File: src/rtl/wb_pkg.sv
// -----------------------------------------------------------------------------
// wb_pkg
// Shared definitions for the Wishbone classic master bridge: the bridge FSM
// state encoding and the default widths/limits used as parameter defaults.
// No ports (package).
// -----------------------------------------------------------------------------
package wb_pkg;

  localparam int adr_width_def      = 8;
  localparam int dat_width_def      = 32;
  localparam int max_retries_def    = 3;
  localparam int timeout_cycles_def = 16;

  // IDLE: waiting for a request; BUS: cyc/stb asserted; BACKOFF: one idle
  // bus cycle between retries; RESP: holding the response for the consumer.
  typedef enum logic [1:0] {
    IDLE    = 2'd0,
    BUS     = 2'd1,
    BACKOFF = 2'd2,
    RESP    = 2'd3
  } bridge_state_t;

endpackage : wb_pkg

File: src/rtl/wb_master_bridge.sv
// -----------------------------------------------------------------------------
// wb_master_bridge
// Wishbone classic initiator. Turns a valid/ready request into a single
// Wishbone read or write cycle and returns a valid/ready response. A slave
// retry (rty) causes a one-cycle bus release and a new attempt, up to
// max_retries times; a slave that answers neither ack nor rty within
// timeout_cycles stb cycles ends the transfer. Both failures are reported as
// rsp_err with rsp_datrd forced to zero.
//
// Ports:
//   clock, reset                 clock and synchronous active-high reset
//   req_valid/req_ready          request handshake
//   req_we/req_adr/req_datwr/req_sel  request attributes, latched on accept
//   rsp_valid/rsp_ready          response handshake
//   rsp_datrd/rsp_err            read data (0 for writes/errors), failure flag
//   wb_adr/wb_datwr/wb_sel/wb_we/wb_stb/wb_cyc  Wishbone master outputs
//   wb_datrd/wb_ack/wb_rty       Wishbone master inputs
// All outputs are registered.
// -----------------------------------------------------------------------------
module wb_master_bridge
  import wb_pkg::*;
#(
  parameter int adr_width      = adr_width_def,
  parameter int dat_width      = dat_width_def,
  parameter int sel_width      = dat_width / 8,
  parameter int max_retries    = max_retries_def,
  parameter int timeout_cycles = timeout_cycles_def
) (
  input  logic                 clock,
  input  logic                 reset,
  // request port
  input  logic                 req_valid,
  output logic                 req_ready,
  input  logic                 req_we,
  input  logic [adr_width-1:0] req_adr,
  input  logic [dat_width-1:0] req_datwr,
  input  logic [sel_width-1:0] req_sel,
  // response port
  output logic                 rsp_valid,
  input  logic                 rsp_ready,
  output logic [dat_width-1:0] rsp_datrd,
  output logic                 rsp_err,
  // Wishbone master port
  output logic [adr_width-1:0] wb_adr,
  output logic [dat_width-1:0] wb_datwr,
  output logic [sel_width-1:0] wb_sel,
  output logic                 wb_we,
  output logic                 wb_stb,
  output logic                 wb_cyc,
  input  logic [dat_width-1:0] wb_datrd,
  input  logic                 wb_ack,
  input  logic                 wb_rty
);

  localparam int wait_w  = $clog2(timeout_cycles) + 1;
  localparam int retry_w = $clog2(max_retries + 1) + 1;

  localparam logic [wait_w-1:0]  wait_last = wait_w'(timeout_cycles - 1);
  localparam logic [wait_w-1:0]  wait_one  = wait_w'(1);
  localparam logic [retry_w-1:0] retry_max = retry_w'(max_retries);
  localparam logic [retry_w-1:0] retry_one = retry_w'(1);

  bridge_state_t        state;
  logic [wait_w-1:0]    wait_cnt;
  logic [retry_w-1:0]   retry_cnt;

  // Bridge FSM: request latch, bus phase sequencing, retry/timeout handling
  // and response hold. The wb_* attribute outputs double as the latched
  // request, so they stay constant for the whole transfer including retries.
  always_ff @(posedge clock) begin
    if (reset) begin
      state     <= IDLE;
      wait_cnt  <= {wait_w{1'b0}};
      retry_cnt <= {retry_w{1'b0}};
      req_ready <= 1'b0;
      rsp_valid <= 1'b0;
      rsp_err   <= 1'b0;
      rsp_datrd <= {dat_width{1'b0}};
      wb_adr    <= {adr_width{1'b0}};
      wb_datwr  <= {dat_width{1'b0}};
      wb_sel    <= {sel_width{1'b0}};
      wb_we     <= 1'b0;
      wb_stb    <= 1'b0;
      wb_cyc    <= 1'b0;
    end else begin
      case (state)
        IDLE: begin
          if (req_valid && req_ready) begin
            wb_we     <= req_we;
            wb_adr    <= req_adr;
            wb_datwr  <= req_datwr;
            wb_sel    <= req_sel;
            wb_cyc    <= 1'b1;
            wb_stb    <= 1'b1;
            retry_cnt <= {retry_w{1'b0}};
            wait_cnt  <= {wait_w{1'b0}};
            req_ready <= 1'b0;
            state     <= BUS;
          end else begin
            req_ready <= 1'b1;
          end
        end

        BUS: begin
          // ack takes priority over a simultaneous rty
          if (wb_ack) begin
            rsp_datrd <= wb_we ? {dat_width{1'b0}} : wb_datrd;
            rsp_err   <= 1'b0;
            rsp_valid <= 1'b1;
            wb_cyc    <= 1'b0;
            wb_stb    <= 1'b0;
            state     <= RESP;
          end else if (wb_rty) begin
            wb_cyc <= 1'b0;
            wb_stb <= 1'b0;
            if (retry_cnt < retry_max) begin
              retry_cnt <= retry_cnt + retry_one;
              state     <= BACKOFF;
            end else begin
              rsp_datrd <= {dat_width{1'b0}};
              rsp_err   <= 1'b1;
              rsp_valid <= 1'b1;
              state     <= RESP;
            end
          end else if (wait_cnt == wait_last) begin
            // this was the last permitted stb cycle without an answer
            rsp_datrd <= {dat_width{1'b0}};
            rsp_err   <= 1'b1;
            rsp_valid <= 1'b1;
            wb_cyc    <= 1'b0;
            wb_stb    <= 1'b0;
            state     <= RESP;
          end else begin
            wait_cnt <= wait_cnt + wait_one;
          end
        end

        BACKOFF: begin
          wait_cnt <= {wait_w{1'b0}};
          wb_cyc   <= 1'b1;
          wb_stb   <= 1'b1;
          state    <= BUS;
        end

        RESP: begin
          if (rsp_ready) begin
            rsp_valid <= 1'b0;
            req_ready <= 1'b1;
            state     <= IDLE;
          end else begin
            rsp_valid <= 1'b1;
          end
        end

        default: begin
          wb_cyc    <= 1'b0;
          wb_stb    <= 1'b0;
          rsp_valid <= 1'b0;
          req_ready <= 1'b0;
          state     <= IDLE;
        end
      endcase
    end
  end

endmodule : wb_master_bridge

File: config.mk
export PLATFORM = sky130hd
export DESIGN_NAME = wb_master_bridge
export DESIGN_NICKNAME = d
export VERILOG_FILES = /design/src/rtl/wb_pkg.sv /design/src/rtl/wb_master_bridge.sv
export SDC_FILE = /design/constraint.sdc
export NUM_CORES = 1
export LEC_CHECK = 0
export CAP_MARGIN = 30
export CORE_ASPECT_RATIO = 2
export CORE_MARGIN = 8
export CORE_UTILIZATION = 37
export CTS_CLUSTER_SIZE = 28
export DETAILED_ROUTE_END_ITERATION = 12
export GPL_ROUTABILITY_DRIVEN = 1
export PLACE_DENSITY = 0.85
export SETUP_SLACK_MARGIN = 0.1
export SLEW_MARGIN = 5
export SYNTH_ARGS = -nofsm -noshare
export SYNTH_HDL_FRONTEND = slang
export SYNTH_SLANG_ARGS = --single-unit
File: constraint.sdc
create_clock -name clock -period 1.94 [get_ports clock]
set_input_delay 0.194 -clock clock [delete_from_list [all_inputs] [get_ports clock]]
set_output_delay 0.194 -clock clock [all_outputs]
set_load 0.01 [all_outputs]
[Word-level counts from Yosys, hierarchy flattened]
Cells that the tools add are included.
Storage, ports and cells
  flip-flop bits (word level): 91
  bits in latches: 0
  RAM bits: 0
  bits in read-only memories: 0
  output and inout port bits: 82
  word-level logic and storage cells: 81
  memories kept: 0
Operators by class
  $add $sub $neg: 2
  $mul: 0
  divide/modulo/power cells: 0
  magnitude comparators: 1
  eq/ne operators: 14
  shift-type cells: 0
  muxes and demuxes: 37
  bitwise gates (word level): 0
  reductions and logical operators: 15
Operator list (number)
  $mux W32: 5
  $mux W5: 4
  $pmux W5 S3: 1
  $ne A2 B2 Y1 const B: 7
  $mux W1: 13
  $mux W3: 4
  $reduce_and A3 Y1: 4
  $mux W2: 5
  $reduce_and A5 Y1: 2
  $ne A4 B4 Y1 const B: 2
  $pmux W2 S4: 1
  $pmux W3 S2: 1
  $reduce_bool A2 Y1: 3
  $reduce_bool A3 Y1: 2
  $add A5 B1 Y5 const B: 1
  $eq A5 B4 Y1 const B: 1
  $eq A2 B2 Y1 const B: 2
  $pmux W1 S2: 2
  $reduce_and A2 Y1: 2
  $add A3 B1 Y3 const B: 1
  $lt A3 B2 Y1 const B: 1
  $ne A3 B3 Y1 const B: 1
  $pmux W1 S3: 1
  $eq A2 B1 Y1 const B: 1
  other kinds (2): 2

[Logic depth before layout (Yosys ltp)]
Gate-level depths: netlist of run 1.
  depth in word-level cells: 5
  mapped depth: 7
  mapped depth without buffers: 6

[Worst setup path after synthesis of run 1]
Ideal clock, no wire load.
  path kind: register to register
  start point: reg wait_cnt[0]
  end point: reg rsp_datrd[0]
  setup time: 0.072 ns
  data arrival time: 1.770 ns
  setup slack: 0.098 ns
  cell stages (with the launch flop): 8
  path buffers: 1
  period minus slack after synthesis: 1.842 ns
  path through: dfxtp_1 -> ha_1 -> and3_1 -> ha_1 -> or3_1 -> o211ai_4 -> buf_12 -> mux2i_1
On the way
  longest elaborated chain between the ends: 3
RTL lines
  start: declaration: RTL line wb_master_bridge.sv:64  | logic [wait_w-1:0] wait_cnt;
  start signal: assignment: RTL line wb_master_bridge.sv:73  | wait_cnt <= {wait_w{1'b0}};
  start signal: assignment: RTL line wb_master_bridge.sv:96  | wait_cnt <= {wait_w{1'b0}};
  start signal: assignment: RTL line wb_master_bridge.sv:134  | wait_cnt <= wait_cnt + wait_one;
  $eq A5 B4 Y1: RTL line wb_master_bridge.sv:125  | end else if (wait_cnt == wait_last) begin
  $reduce_bool A3 Y1 (no line)
  $reduce_and A3 Y1 (no line)
  end signal: assignment: RTL line wb_master_bridge.sv:107  | rsp_datrd <= wb_we ? {dat_width{1'b0}} : wb_datrd;
  end signal: assignment: RTL line wb_master_bridge.sv:120  | rsp_datrd <= {dat_width{1'b0}};
  end signal: assignment: RTL line wb_master_bridge.sv:127  | rsp_datrd <= {dat_width{1'b0}};
  end: declaration: RTL line wb_master_bridge.sv:41  | output logic [dat_width-1:0] rsp_datrd,
No other way between the ends.
A chain may end at the register's enable or synchronous reset.

[Worst setup path after layout of run 1]
  start point: reg wait_cnt[0]
  end point: reg rsp_datrd[9]
The elaborated chain is that of the path after synthesis.

==> results of run 1 <==
layer usage:
layer	part of all wire, %	routed length [um]
met1	34	3940
met2	55	6370
met3	8.5	988
met4	2.8	325
met5	0	0
flip-flops by register name (all words and copies together), names as in the netlist:
name       cells
rsp_datrd     32
wb_datwr      32
wb_adr         8
wait_cnt       5
wb_sel         4
retry_cnt      3
state          2
req_ready      1
rsp_err        1
rsp_valid      1
wb_cyc         1
wb_we          1
path summary, 6_finish.rpt:
check,start,endpoint,slack (ns),cells past startpoint
worst min-delay path,reset,wait_cnt[0]$_SDFFE_PP0P_,0.22,2
worst min register to register,wb_datwr[0]$_SDFFE_PP0P_,wb_datwr[0]$_SDFFE_PP0P_,0.46,2
worst max-delay path,wait_cnt[0]$_SDFFE_PP0P_,rsp_datrd[9]$_SDFFE_PP0P_,-0.05,9
worst max register to register,wait_cnt[0]$_SDFFE_PP0P_,rsp_datrd[9]$_SDFFE_PP0P_,-0.05,9
per-stage QoR:
step | setup WS [ns] | area (um^2)
after floorplan | 0.124 | 3560
after global placement | 0.0627 | 5320
after detailed placement | -0.0629 | 5320
after CTS | -0.0335 | 5880
after global routing | -0.118 | 5920
final | -0.0546 | 5920
cell type report:
class	instances	area (um^2)
tap	104	130
clock buffer	10	239
sequential	91	1830
inverter	4	15.0
timing repair buffer	190	1950
clock inverter	6	113
multi-input combinational	289	1640
fill	799	3470
logic make-up (layout without fill, tap and decap cells):
logic type	count (synthesis)	count (layout)
AND/OR/NAND/NOR	186	186
flip-flops	91	91
AO/OA/AOI/OAI	66	66
multiplexers	34	34
buffers and inverters	34	210
adder cells (fa/ha/maj)	3	3
power by group through the flow:
stage	clock network, mW	logic, mW	registers (mW)
floorplan	0	0.301	2.08
global placement	0	0.744	2.05
detailed placement	0	0.758	2.06
CTS	2.05	0.828	2.02
global route	2.14	0.892	2.03
finish	2.01	0.829	2.02
repair_timing:
| item | in CTS | in global routing |
|---|---|---|
| pin swaps | 5 | 5 |
| hold buffers | 0 | 0 |
| cloned | 3 | 0 |
| endpoints found under the setup margin | 34 | 35 |
| gates resized for setup | 19 | 5 |
| setup buffers | 9 | 2 |
| endpoints found under the hold margin | 0 | 0 |
worst max-delay path, delay by kind of cell (launching register included):
family          cells  cell delay, ns
compound gates      1            0.14
flops               1            0.36
mux                 1            0.18
fa+ha+maj           2            0.32
simple gates        2            0.56
buf+inv             3            0.35
Yosys cell counts, types with 2 or more instances:
master	instances
or3_1	4
inv_1	4
nor3_1	2
buf_2	7
buf_12	3
nand2_1	159
mux2i_1	34
o31ai_1	2
dfxtp_1	91
clkbuf_1	18
a21oi_1	50
ha_1	3
nand3_1	4
nor2_1	2
o21ai_1	3
and3_1	4
layout by cell type (no fill, tap or decap), types with 2 or more instances in the layout:
cell type	netlist	final
bufinv_16	0	3
clkinv_4	0	2
dfxtp_2	0	2
nor2_1	2	2
buf_16	0	3
buf_6	0	4
a21oi_1	50	49
clkbuf_16	0	9
nand2_1	159	159
nor3_1	2	2
nand3_1	4	4
mux2i_1	34	33
clkdlybuf4s50_1	0	163
inv_1	4	4
or3_1	4	3
buf_12	3	3
o31ai_1	2	2
dfxtp_1	91	88
and3_1	4	3
ha_4	0	2
buf_4	1	15
o21ai_2	0	2
==> results.py, run 1 <==
metrics = {
    "logic_synthesis": {
        "yosysSeqAreaShare_pct": 51.2,
        "synthesis.area_mm2": 0.00356,
        "synth_top_cells_by_area": "dfxtp_1 (51%), nand2_1 (17%), mux2i_1 (9.6%), a21oi_1 (7.0%), clkbuf_1 (1.9%)",
        "avgSynthCellArea_um2": 8.59,
        "synth_edf_count": 0,
        "synth.distinct_cells": 40,
        "synth_compound_area_share_pct": 10.8,
        "syn_inst": 414,
        "synthAdderAreaFrac_pct": 1.06,
        "ys_warn_count": 0,
        "muxShareOfSynthArea_pct": 9.57,
        "synth_xor_area_share_pct": 0,
        "synth_ff_type": "dfxtp_1",
        "yosys.area_share.simple_pct": 22.1,
        "async_reset_ff_share_pct": 0,
        "synth_top_family_by_area": "simple AND/OR/NAND/NOR gates",
        "synth_top_cell_area_share_pct": 51.2,
        "syn-num-nets": 500,
        "synth.largest_area_cell": "dfxtp_1",
        "synth-seq-cells": 91,
    },
    "clocking": {
        "clock_path_buffers": 2,
        "clockRootBuffer": "clkbuf_16",
        "clk_transition_reported_paths_ns": 0.06,
        "clk_latency_ns": 0.33,
        "cts_max_level": 3,
        "cts_made_buffers": 9,
        "tritoncts": "yes",
        "cts_sinks": 91,
    },
    "floorplanning": {
        "ios": 165,
        "core_area_mm2": 0.00938,
        "rows": 50,
        "die_area_mm2": 0.0132,
        "die_y_um": 155,
        "die_x_um": 85.3,
        "start_util_pct": 37.9,
    },
    "pwr": {
        "intPower_mw": 3.73,
        "combinationalPowerShare_pct": 17.0,
        "p_total_mw": 4.86,
        "power_frac_seq_pct": 41.5,
        "switching_power_mw": 1.13,
        "p_sw_share_pct": 23.3,
        "vdd_drop_max_v": 0.000643,
        "pwr_density_cell_mw_per_mm2": 822,
        "p_leak_nw": 2.32,
        "clockPowerShare_pct": 41.4,
    },
    "global_route": {
        "grt_max_degree": 46,
        "busiest_layer": "met2",
        "use_met3_pct": 7.11,
        "globalRouteMet2Util_pct": 33.4,
        "grt_pass1_vias": 3731,
        "grt_pass1_wl_um": 18600,
        "grt.met1_usage_pct": 15.2,
        "antenna_found_initial": 0,
        "grt_usage_pct": 17.7,
        "grt_overflow_total": 0,
    },
    "setup_path": {
        "critPathArrivalTime_ns": 2.25,
        "crit_slowest_cell": "dfxtp_4",
        "cp.required_ns": 2.20,
        "worstSetupPathType": "flip-flop to flip-flop",
        "critPathCaptureType": "flip-flop",
        "crit_fanout": 7,
        "startpoint_type": "flip-flop",
        "crit_chain": "ha_4 > and3_4 > ha_4 > or3_4 > o211ai_4 > buf_6 > buf_6 > buf_8 > mux2i_1",
        "max_stage_delay_ns": 0.36,
    },
    "timing": {
        "finalSetupViolations": 8,
        "clock_skew_ns": 0.00491,
        "fin_crit_ns": 1.99,
        "fmax_mhz": 501,
        "period_share_pct": 103,
        "slew_viol_final": 0,
        "setup_tns_ns": -0.322,
        "tightest_slew_ns": 0.463,
        "rsz0062_at_grt": "yes",
        "fin_ws_ns": -0.0546,
        "maxSlewHeadroom_pct": 69.1,
        "hold_viol": 0,
        "worst_hold_slack_ns": 0.217,
    },
    "place": {
        "hpwl_um": 8400,
        "gp_congestion": 0.818,
        "portBuffers": 164,
        "place_inst": 665,
    },
    "run_status": {
        "violations": "setup timing",
        "status": "complete, but fails checks",
    },
    "layout": {
        "drive_above_1_share_pct": 10.3,
        "area_delta_synth_final_pct": 66.4,
        "fin_cells": 694,
        "layout.nets": 671,
        "insertedDiodeCount": 0,
        "final_util_pct": 63.0,
    },
    "worst_hold_path": {
        "hold_class": "primary input to flip-flop",
    },
    "route": {
        "drt_iter0_markers": 108,
        "post_drt_wl_per_cell_um": 16.7,
        "ant_nets": 0,
        "wl_um": 11600,
        "vias": 3459,
        "dr.pass1.iters": 4,
        "viasPerCell": 4.98,
        "drc": 0,
    },
    "flow_run": {
        "maxCapViolations": 0,
    },
}
Note: power is estimated with default switching activity, not from simulation.
==> run 2: changes to the inputs <==
Settings changed: TNS_END_PERCENT set to 1.
==> run 2 against run 1 <==
The flow still finishes with violations (setup timing). Via count down 0.26%. Cell count unchanged. Combinational power down 0.7%. Maximum frequency up 0.18%. Register-to-register slack about the same. Design area down 0.25%. Global-route usage unchanged. Non-clock buffer count unchanged. Clock-buffer cell count unchanged. Clock skew about the same. Sequential share of layout area up 0.079 points. Die area unchanged. Critical endpoint unchanged.
==> results.py, run 2 (same netlist as run 1, synthesis figures left out) <==
metrics = {
    "timing": {
        "clock_skew_ns": 0.00445,
        "slew_viol_final": 0,
        "tightest_slew_ns": 0.461,
        "fmax_mhz": 502,
        "period_share_pct": 103,
        "worst_hold_slack_ns": 0.201,
        "maxSlewHeadroom_pct": 69.3,
        "fin_crit_ns": 1.99,
        "finalSetupViolations": 7,
        "hold_viol": 0,
        "rsz0062_at_grt": "yes",
        "fin_ws_ns": -0.0510,
    },
    "floorplanning": {
        "core_area_mm2": 0.00938,
        "die_area_mm2": 0.0132,
        "die_y_um": 155,
        "ios": 165,
        "rows": 50,
        "die_x_um": 85.3,
        "start_util_pct": 37.9,
    },
    "place": {
        "place_inst": 665,
        "portBuffers": 164,
        "placed_cell_area_mm2": 0.00532,
        "post-place-ws_ns": -0.0629,
        "hpwl_um": 8400,
        "gp_congestion": 0.818,
    },
    "layout": {
        "layout_commonest_cell": "clkdlybuf4s50_1",
        "area_delta_synth_final_pct": 65.9,
        "final_cell_area_mm2": 0.00590,
        "layout.nets": 671,
        "regArea_mm2": 0.00183,
        "multi_input_area_mm2": 0.00162,
        "fin_cells": 694,
        "insertedDiodeCount": 0,
        "final_util_pct": 62.9,
        "final_cell_mix": "clkdlybuf4s50_1 (163), nand2_1 (159), dfxtp_1 (88), a21oi_1 (49), mux2i_1 (33)",
        "reg_top3": "rsp_datrd x32, wb_datwr x32, wb_adr x8",
        "drive_above_1_share_pct": 10.2,
        "n_fill_cell": 806,
    },
    "route": {
        "wl_um": 11600,
        "post_drt_wl_per_cell_um": 16.7,
        "dr.pass1.iters": 4,
        "ant_nets": 0,
        "drc": 0,
        "viasPerCell": 4.97,
        "drt_iter0_markers": 128,
        "vias": 3450,
    },
    "setup_path": {
        "cp.required_ns": 2.20,
        "worstSetupPathType": "flip-flop to flip-flop",
        "critPathArrivalTime_ns": 2.25,
        "crit_fanout": 7,
        "critPathCaptureType": "flip-flop",
        "startpoint_type": "flip-flop",
    },
    "global_route": {
        "grt_pass1_wl_um": 18600,
        "grt_overflow_total": 0,
        "grt_max_degree": 46,
        "grt_usage_pct": 17.7,
        "antenna_found_initial": 0,
        "grt_pass1_vias": 3731,
    },
    "clocking": {
        "clockRootBuffer": "clkbuf_16",
        "clk_transition_reported_paths_ns": 0.06,
        "cts_made_buffers": 9,
        "tritoncts": "yes",
        "clk_latency_ns": 0.33,
        "cts_max_level": 3,
        "cts_sinks": 91,
        "postCtsHoldBufs": 0,
        "clock_path_buffers": 2,
    },
    "pwr": {
        "pwr_density_cell_mw_per_mm2": 823,
        "vdd_drop_max_v": 0.000644,
        "p_leak_nw": 2.32,
    },
    "run_status": {
        "violations": "setup timing",
        "status": "complete, but fails checks",
    },
    "worst_hold_path": {
        "hold_class": "primary input to flip-flop",
    },
    "flow_run": {
        "maxCapViolations": 0,
    },
}
-- run 2: final timing paths --
path                                          startpoint  cells after the start  slack [ns]                        end
worst max-delay path            wait_cnt[0]$_SDFFE_PP0P_                      9       -0.05  rsp_datrd[9]$_SDFFE_PP0P_
worst min-delay path                               reset                      2        0.20   wait_cnt[0]$_SDFFE_PP0P_
worst max register to register  wait_cnt[0]$_SDFFE_PP0P_                      9       -0.05  rsp_datrd[9]$_SDFFE_PP0P_
worst min register to register  wb_datwr[0]$_SDFFE_PP0P_                      2        0.46   wb_datwr[0]$_SDFFE_PP0P_
-- run 2: stage by stage --
stage,TNS (ns),power [mW]
6_report,-0.274,4.85
5_1_grt,-1.16,5.06
4_1_cts,-0.172,4.90
3_5_place_dp,-0.878,2.82
3_3_place_gp,0,2.80
2_1_floorplan,0,2.38
-- run 2: cell type report --
type	instances	share of cell area (%)
timing repair buffer	190	33.1
sequential	91	31.0
multi-input combinational	289	27.5
clock buffer	10	4.05
tap	104	2.21
clock inverter	6	1.91
inverter	4	0.254
-- run 2: worst max-delay path, stage by stage (launching register included) --
cell and delay [ns]:
dfxtp_4 0.36, ha_4 0.16, and3_4 0.19, ha_4 0.16, or3_4 0.36, o211ai_4 0.14
buf_6 0.14, buf_6 0.09, buf_8 0.12, mux2i_1 0.18
-- run 2: layer usage --
layer  part of all wire, %  GRT usage [%]  wire length (um)  vias to the layer above
met5                     0              0                 0                        -
li1                      -              -                 -                     1708
met1                    34           15.2              3950                     1586
met2                    55           33.4              6330                      134
met3                   8.4           7.11               971                       22
met4                   2.8           9.26               325                        0
-- run 2: repair_timing --
action / 4_1_cts / 5_1_grt
pin swaps: 5 / 4
setup endpoints to repair: 34 / 35
setup buffers: 9 / 1
hold endpoints to repair: 0 / 0
resized for setup: 19 / 3
cloned: 3 / 0
-- run 2: power breakdown --
group	switching (mW)	internal [mW]	total, mW
Clock	0.716	1.30	2.01
Sequential	0.0623	1.96	2.02
Combinational	0.349	0.474	0.823
Total	1.13	3.73	4.85
==> run 3: changes to the inputs <==
Settings changed: SLEW_MARGIN 5 to not set.
==> results of run 3 <==
No change in the layout: final DEF, timing and power equal those of run 2.
==> RTL change, RTL diff (config.mk and constraints of run 1) <==
The 4 states of `bridge_state_t` get a one-hot encoding in 4 bits.
--- a/src/rtl/wb_pkg.sv
+++ b/src/rtl/wb_pkg.sv
@@ -13,11 +13,11 @@
 
   // IDLE: waiting for a request; BUS: cyc/stb asserted; BACKOFF: one idle
   // bus cycle between retries; RESP: holding the response for the consumer.
-  typedef enum logic [1:0] {
-    IDLE    = 2'd0,
-    BUS     = 2'd1,
-    BACKOFF = 2'd2,
-    RESP    = 2'd3
+  typedef enum logic [3:0] {
+    IDLE    = 4'b0001,
+    BUS     = 4'b0010,
+    BACKOFF = 4'b0100,
+    RESP    = 4'b1000
   } bridge_state_t;
 
 endpackage : wb_pkg
Behaviour: same outputs for any inputs over 10 cycles, from zero or initial values and one cycle with reset high; not proved beyond that.
==> RTL change against run 1 <==
Worst setup slack gained 120 ps; area after synthesis grew 3.6%; wire length shrank 0.16%; largest cell class unchanged; power grew 14%; design area grew 2.2%; utilization shrank 0.68 points; sequential cell count grew 2; critical path type unchanged; highest routed layer unchanged; global-route usage shrank 0.80 points.
==> RTL change: results (changes against run 1) <==
GRT Util Overall -> 16.9% (was 17.7%)
Area contributors post-synth -> dfxtp_1 51%, nand2_1 13%, mux2i_1 8.7% (was dfxtp_1 51%, nand2_1 17%, mux2i_1 9.6%)
Pleak -> 2.30 nW (was 2.32 nW)
status -> finished, final reports clean (was complete, but fails checks)
# Post-CTS Setup Buffers -> 3 (was 9)
WHS Path Cells -> 3 (was 2)
met2 wire length -> 6.05 mm (was 6.37 mm)
first-pass GRT wire length -> 18.3 mm (was 18.6 mm)
syn nets -> 508 (was 500)
# nets final -> 676 (was 671)
Worst Skew -> 10.9 ps (was 4.91 ps)
Metal-1 WL -> 4.37 mm (was 3.94 mm)
Routed WL per cell -> 16.0 um (was 16.7 um)
CTS resizes -> 14 (was 19)
largest net degree at the start of global routing -> 47 (was 46)
Post-Synth XOR/XNOR Area -> 0.476% (was 0%)
worst slack, placed -> -22.0 ps (was -62.9 ps)
initial DRC count -> 143 (was 108)
Post-Synth Adder-Cell Area -> 1.02% (was 1.06%)
mux cell area share after synthesis -> 9.00% (was 9.57%)
Synth cell types -> 44 (was 40)
Post-DP HPWL -> 8.54 mm (was 8.40 mm)
vias per cell -> 4.85 (was 4.98)
placed cell areas -> 5520 um2 (was 5320 um2)
CP max stage delay -> 340 ps (was 360 ps)
family with the most delay on the worst path -> flip-flops (was simple AND/OR/NAND/NOR gates)
RD Place Congestion -> 0.787 (was 0.818)
## RTL change: cell count changes after synthesis, moves of 3 or more
cell      change
nor2_1        +3
a21oi_1       +4
inv_1         -3
clkbuf_1      -3
buf_2         +5
nand3b_1      +3
a211oi_1      +3
nand2_1      -34
and3_1        -3
buf_12        -3
nand2b_1     +35
## RTL change: worst max-delay path by stage
stage	from	depth (start not counted)	end
5_1_grt	wait_cnt[1]	9	rsp_datrd[7]
3_3_place_gp	wait_cnt[0]	8	rsp_datrd[28]
2_1_floorplan	wait_cnt[0]	8	rsp_datrd[0]
6_report	wait_cnt[1]	9	rsp_datrd[9]
4_1_cts	wait_cnt[1]	7	wait_cnt[3]
3_5_place_dp	wait_cnt[0]	8	rsp_datrd[15]
## RTL change: area by class of cell
class | count | area [um2] | share of cell area (%)
tap | 132 | 165 | 2.73
inverter | 1 | 3.75 | 0.0621
clock inverter | 4 | 97.6 | 1.61
clock buffer | 11 | 233 | 3.85
sequential | 93 | 1860 | 30.8
multi-input combinational | 300 | 1780 | 29.4
timing repair buffer | 185 | 1910 | 31.5
## RTL change: through the flow
| step | std cells | hold slack (ps) |
|---|---|---|
| after global placement | 702 | 441 |
| after floorplan | 422 | 330 |
| final | 726 | 273 |
| after CTS | 723 | 261 |
| after detailed placement | 702 | 449 |
| after global routing | 726 | 297 |
## RTL change: power by group through the flow
stage / clock [mW] / combinational (mW) / sequential, mW
6_report: 1.94 / 1.41 / 2.20
5_1_grt: 2.08 / 1.52 / 2.22
4_1_cts: 1.98 / 1.40 / 2.20
3_5_place_dp: 0 / 1.35 / 2.24
3_3_place_gp: 0 / 1.31 / 2.23
2_1_floorplan: 0 / 0.590 / 2.30
